[config.mk]
export PLATFORM = sky130hd
export DESIGN_NAME = bw_iodll_lpf
export DESIGN_NICKNAME = d
export VERILOG_FILES = /design/src/rtl/bw_iodll_lpf_pkg.sv /design/src/rtl/bw_iodll_lpf_updn_filt.sv /design/src/rtl/bw_iodll_lpf.sv
export SDC_FILE = /design/constraint.sdc
export NUM_CORES = 1
export LEC_CHECK = 0
export ABC_CLOCK_PERIOD_IN_PS = 2900
export BUFFER_PORTS_ARGS = -buffer_cell sky130_fd_sc_hd__buf_4
export CORE_MARGIN = 1.5
export CORE_UTILIZATION = 59
export DETAILED_ROUTE_END_ITERATION = 10
export HOLD_SLACK_MARGIN = 0.15
export MAX_ROUTING_LAYER = met4
export PLACE_DENSITY_LB_ADDON = 0.15
export SLEW_MARGIN = 10
export SYNTH_ARGS = -nofsm -noshare
export SYNTH_HDL_FRONTEND = slang
export SYNTH_SLANG_ARGS = --single-unit
[constraint.sdc]
create_clock -name clk -period 2.9 [get_ports clk]
set_clock_uncertainty 0.15 [all_clocks]
set_input_delay 0.29 -clock clk [delete_from_list [all_inputs] [get_ports clk]]
set_output_delay 0.29 -clock clk [all_outputs]
set_load 0.02 [all_outputs]
[src/rtl/bw_iodll_lpf_pkg.sv]
// Shared types and default sizes for the DDR DLL master loop and its delay lines.
package bw_iodll_pkg;

  localparam int CODE_W_DEF    = 5;
  localparam int INIT_CODE_DEF = 16;
  localparam int FILT_W_DEF    = 4;
  localparam int LOCK_CNT_DEF  = 16;

  typedef enum logic [1:0] {
    IDLE   = 2'd0,
    ACQ    = 2'd1,
    LOCKED = 2'd2
  } dll_state_e;

  typedef enum logic [1:0] {
    NONE = 2'd0,
    UP   = 2'd1,
    DN   = 2'd2
  } step_dir_e;

endpackage

[src/rtl/bw_iodll_lpf_updn_filt.sv]
// Signed up/down integrator; emits a one-cycle step pulse on the sample that
// would carry it to +/-TH and clears itself on that same edge.
module bw_iodll_updn_filt #(
  parameter int FILT_W = 4
) (
  input  logic clk,
  input  logic rst_l,
  input  logic clr,
  input  logic active,
  input  logic pd_up,
  input  logic pd_dn,
  output logic step_up,
  output logic step_dn
);

  localparam logic signed [FILT_W-1:0] INTEG_HI = FILT_W'(2**(FILT_W-1) - 1);
  localparam logic signed [FILT_W-1:0] INTEG_LO = FILT_W'(-(2**(FILT_W-1) - 1));
  localparam logic signed [FILT_W-1:0] INTEG_ONE = FILT_W'(1);

  logic signed [FILT_W-1:0] integ_r;
  logic signed [FILT_W-1:0] integ_s;

  // next integrator value and threshold crossing; -TH itself is never stored
  always_comb begin
    integ_s = integ_r;
    step_up = 1'b0;
    step_dn = 1'b0;
    if (clr) begin
      integ_s = '0;
    end else if (active && pd_up && !pd_dn) begin
      if (integ_r == INTEG_HI) begin
        step_up = 1'b1;
        integ_s = '0;
      end else begin
        integ_s = integ_r + INTEG_ONE;
      end
    end else if (active && pd_dn && !pd_up) begin
      if (integ_r == INTEG_LO) begin
        step_dn = 1'b1;
        integ_s = '0;
      end else begin
        integ_s = integ_r - INTEG_ONE;
      end
    end else begin
      integ_s = integ_r;
    end
  end

  // integrator register
  always_ff @(posedge clk or negedge rst_l) begin
    if (!rst_l) begin
      integ_r <= '0;
    end else begin
      integ_r <= integ_s;
    end
  end

endmodule

[src/rtl/bw_iodll_lpf.sv]
// DLL master-loop filter: integrates phase-detector pulses into a 5-bit delay
// code, tracks direction reversals to declare lock, and flags code saturation.
module bw_iodll_lpf
  import bw_iodll_pkg::*;
#(
  parameter int CODE_W    = CODE_W_DEF,
  parameter int FILT_W    = FILT_W_DEF,
  parameter int LOCK_CNT  = LOCK_CNT_DEF,
  parameter int INIT_CODE = INIT_CODE_DEF
) (
  input  logic              clk,
  input  logic              rst_l,
  input  logic              en,
  input  logic              freeze,
  input  logic              pd_up,
  input  logic              pd_dn,
  output logic [CODE_W-1:0] lpf_out,
  output logic              lock,
  output logic              sat_hi,
  output logic              sat_lo
);

  localparam int REV_W = $clog2(LOCK_CNT + 1);
  localparam logic [REV_W-1:0]  REV_MAX  = REV_W'(LOCK_CNT);
  localparam logic [REV_W-1:0]  REV_ONE  = REV_W'(1);
  localparam logic [CODE_W-1:0] CODE_MAX = {CODE_W{1'b1}};
  localparam logic [CODE_W-1:0] CODE_MIN = {CODE_W{1'b0}};
  localparam logic [CODE_W-1:0] CODE_ONE = CODE_W'(1);
  localparam logic [CODE_W-1:0] CODE_INI = CODE_W'(INIT_CODE);

  dll_state_e        state_r, state_s;
  step_dir_e         dir_r, dir_s, step_dir_s;
  logic [REV_W-1:0]  rev_r, rev_s;
  logic [CODE_W-1:0] code_s;
  logic              step_up_s, step_dn_s;
  logic              filt_clr_s, filt_active_s;

  assign filt_clr_s    = !en || (state_r == IDLE);
  assign filt_active_s = en && !freeze && (state_r != IDLE);

  bw_iodll_updn_filt #(.FILT_W(FILT_W)) u_filt (
    .clk     (clk),
    .rst_l   (rst_l),
    .clr     (filt_clr_s),
    .active  (filt_active_s),
    .pd_up   (pd_up),
    .pd_dn   (pd_dn),
    .step_up (step_up_s),
    .step_dn (step_dn_s)
  );

  // next state, code, reversal count and last step direction
  always_comb begin
    state_s    = state_r;
    dir_s      = dir_r;
    rev_s      = rev_r;
    code_s     = lpf_out;
    step_dir_s = step_up_s ? UP : DN;
    if (!en) begin
      state_s = IDLE;
      dir_s   = NONE;
      rev_s   = '0;
    end else if (freeze) begin
      state_s = state_r;
    end else begin
      case (state_r)
        IDLE: state_s = ACQ;
        ACQ, LOCKED: begin
          // code never wraps; a blocked step still counts for lock tracking
          if (step_up_s && (lpf_out != CODE_MAX)) begin
            code_s = lpf_out + CODE_ONE;
          end else if (step_dn_s && (lpf_out != CODE_MIN)) begin
            code_s = lpf_out - CODE_ONE;
          end else begin
            code_s = lpf_out;
          end
          if (step_up_s || step_dn_s) begin
            dir_s = step_dir_s;
            if (dir_r == step_dir_s) begin
              rev_s = '0;
              if (state_r == LOCKED) begin
                state_s = ACQ;
              end else begin
                state_s = state_r;
              end
            end else if ((dir_r != NONE) && (rev_r != REV_MAX)) begin
              rev_s = rev_r + REV_ONE;
            end else begin
              rev_s = rev_r;
            end
            if ((state_r == ACQ) && (rev_s == REV_MAX)) begin
              state_s = LOCKED;
            end else begin
              state_s = state_s;
            end
          end else begin
            dir_s = dir_r;
          end
        end
        default: state_s = IDLE;
      endcase
    end
  end

  // state and registered outputs
  always_ff @(posedge clk or negedge rst_l) begin
    if (!rst_l) begin
      state_r <= IDLE;
      dir_r   <= NONE;
      rev_r   <= '0;
      lpf_out <= CODE_INI;
      lock    <= 1'b0;
      sat_hi  <= 1'b0;
      sat_lo  <= 1'b0;
    end else begin
      state_r <= state_s;
      dir_r   <= dir_s;
      rev_r   <= rev_s;
      lpf_out <= code_s;
      lock    <= (state_s == LOCKED);
      sat_hi  <= (code_s == CODE_MAX);
      sat_lo  <= (code_s == CODE_MIN);
    end
  end

endmodule
==> results.txt <==
status: complete, no violations
Area contributors post-synth: dfrtp_1 31%, ha_1 9.2%, nand2_1 4.4%
commonest non-fill, non-tap cells in the layout: 20 x dfrtp_1, 19 x nand2_1, 15 x buf_4
1st-iter DRT viols: 97
dominant cell type by area after synthesis: dfrtp_1
gr usage total: 26.4%
Synth Area in Simple Gates: 26.9%
Die ar.: 0.00310 mm^2
Critical Path Fanout Max: 8
main combinational cell family by area after synthesis: simple AND/OR/NAND/NOR gates
worst stage delay on the critical path: 460 ps
initial antenna violation count: 0
Period minus WS final: 2680 ps
TritonCTS clock tree: yes
Initial Util: 64.4%
Synth Flop Type: dfrtp_1
Worst path slowest cell: or3b_4
Worst VDD drop: 354 uV
area delta synth->final: 10.1%
Crit Path Class: flop to flop
CP required: 3010 ps
# DRC: 0
fin area: 0.00180 mm^2
Synth Area in XOR/XNOR: 3.66%
cell chain of the critical path: inv_1 -> ha_1 -> or3b_4 -> nor4_4 -> nand4bb_1 -> a21oi_2 -> xor2_2 -> and4b_1
dpl ws: 138 ps
die height: 55.7 um
post-synthesis mux area share: 2.67%
Fmax: 0.373 GHz
setup TNS: 0 ps
leakage power: 0.777 nW
Inst Count DP: 217
worst hold slack: 229 ps
syn nets: 196
EDFF count, synth: 0
asr flop ratio synth: 100%
Hold Fails Final Rpt: 0
Seq/Total Area, Yosys: 32.1%
# rows: 18
WL per Instance: 16.7 um
detailed-router iteration count before antenna repair: 4
root buf cell: clkbuf_4
Yosys top cell area share: 30.5%
Synth cell types: 55
Netlist Area Pre-Place: 0.00164 mm^2
ANT nets after route: 0
hold crit path type: input pin to asynchronous set/reset pin
Worst-Margin Slew: 610 ps
max-cap violations: 0
non-filler cells in the finished layout: 223
Final setup viols: 0
total gr overflow: 0
Ports: 14
Core Area: 0.00254 mm^2
Seq cells post-synth: 21
vias in the first global route: 1391
Compound-Gate Fraction of Synth Area: 20.8%
Post-Synth Adder-Cell Area: 9.16%
layout cells sized above 1: 17.1%
critical path buffer and inverter count: 1
later-pin clock latency in the skew report: 310 ps
Setup crit end kind: flop
Mapped Cells: 178
vias per std cell: 6.44
utilization after layout: 70.9%
Post-CTS Setup Bufs: 0
# clock sinks: 21
Worst EP arrival: 2790 ps
hpwl dp: 2.79 mm
NumNets Final: 212
Worst-path clk slew: 120 ps
pin count of the biggest net entering global routing: 22
first-pass GRT wire length: 6.49 mm
pwr dens: 311 mW/mm^2
PnR worst setup slack: 220 ps
Die Wd: 55.7 um
syn_area_per_cell: 9.21 um^2
period utilisation layout: 92.4%
total power: 561 uW
clock buffers created by TritonCTS: 3
gp weighted congestion: 0.867
Yosys warning total: 0
most common cell after layout, fill and taps aside: dfrtp_1
total placed instance area: 0.00175 mm^2
Vias: 1437
crit path launch type: flop
Final Max Tran Viols: 0
wirelength, routed: 3.72 mm
RSZ-0062 raised after global routing: false
Slew Limit Headroom: 58.8%
CP top delay family: simple AND/OR/NAND/NOR gates
Clock Tree Buf Depth: 2
PortBufs: 13
H-tree lvl count: 1
diodes inserted: 0
flip-flops by register name (all words and copies together), names as in the netlist:
signal / count
sat_lo: 1
state_r: 2
rev_r: 5
lpf_out: 5
lock: 1
u_filt.integ_r: 4
dir_r: 2
sat_hi: 1
power breakdown:
| group | switching, mW | internal (mW) |
|---|---|---|
| Sequential | 0.0122 | 0.300 |
| Clock | 0.0935 | 0.0537 |
| Combinational | 0.0586 | 0.0428 |
cell type report:
| cell class | count | area [um^2] |
|---|---|---|
| fill | 204 | 741 |
| sequential | 21 | 527 |
| tap | 30 | 37.5 |
| inverter | 10 | 37.5 |
| clock buffer | 4 | 26.3 |
| timing repair buffer | 17 | 133 |
| multi-input combinational | 141 | 1040 |
synth_stat cells, types with 3 or more instances:
cell type / count
a21oi_1: 5
dfrtp_1: 20
nand2b_1: 5
o21ai_1: 3
nand2_1: 19
nor3_1: 3
mux2_2: 3
a22oi_1: 3
o21ai_0: 8
clkbuf_1: 3
a21o_1: 3
nor2b_1: 7
inv_1: 10
xor2_1: 3
nand4_1: 4
nand3_1: 4
o2111ai_1: 3
nor2_1: 11
o31ai_1: 5
ha_1: 12
timing repair:
item | in CTS | in global routing
resized for setup | 0 | 2
hold buffers | 2 | 0
endpoints found under the hold margin | 23 | 0
endpoints found under the setup margin | 0 | 7
path summary, 6_finish.rpt:
kind | from | to | slack (ps) | depth (start not counted)
setup reg to reg | state_r[1]$_DFF_PN0_ | sat_hi$_DFF_PN0_ | 220 | 8
max in group asynchronous | rst_l | lpf_out[4]$_DFF_PN1_ | 2100 | 2
min in group clk | freeze | state_r[1]$_DFF_PN0_ | 240 | 4
hold / removal | rst_l | u_filt.integ_r[3]$_DFFE_PN0P_ | 230 | 2
setup / recovery | state_r[1]$_DFF_PN0_ | sat_hi$_DFF_PN0_ | 220 | 8
hold reg to reg | rev_r[4]$_DFFE_PN0P_ | rev_r[4]$_DFFE_PN0P_ | 440 | 1
routing by layer:
layer,up-vias,track usage (%),share of wire [%]
met2,56,43.0,49
met1,690,34.4,45
met5,-,-,0
met3,4,4.19,6.0
met4,0,6.97,0.67
li1,687,-,-
logic make-up (layout without fill, tap and decap cells):
family	after synthesis	count (layout)
simple gates	73	73
mux	4	4
fa+ha+maj	12	12
compound gates	46	46
xor+xnor	6	6
flops	21	21
buf+inv	16	31
(Power assumes the default switching activity.)
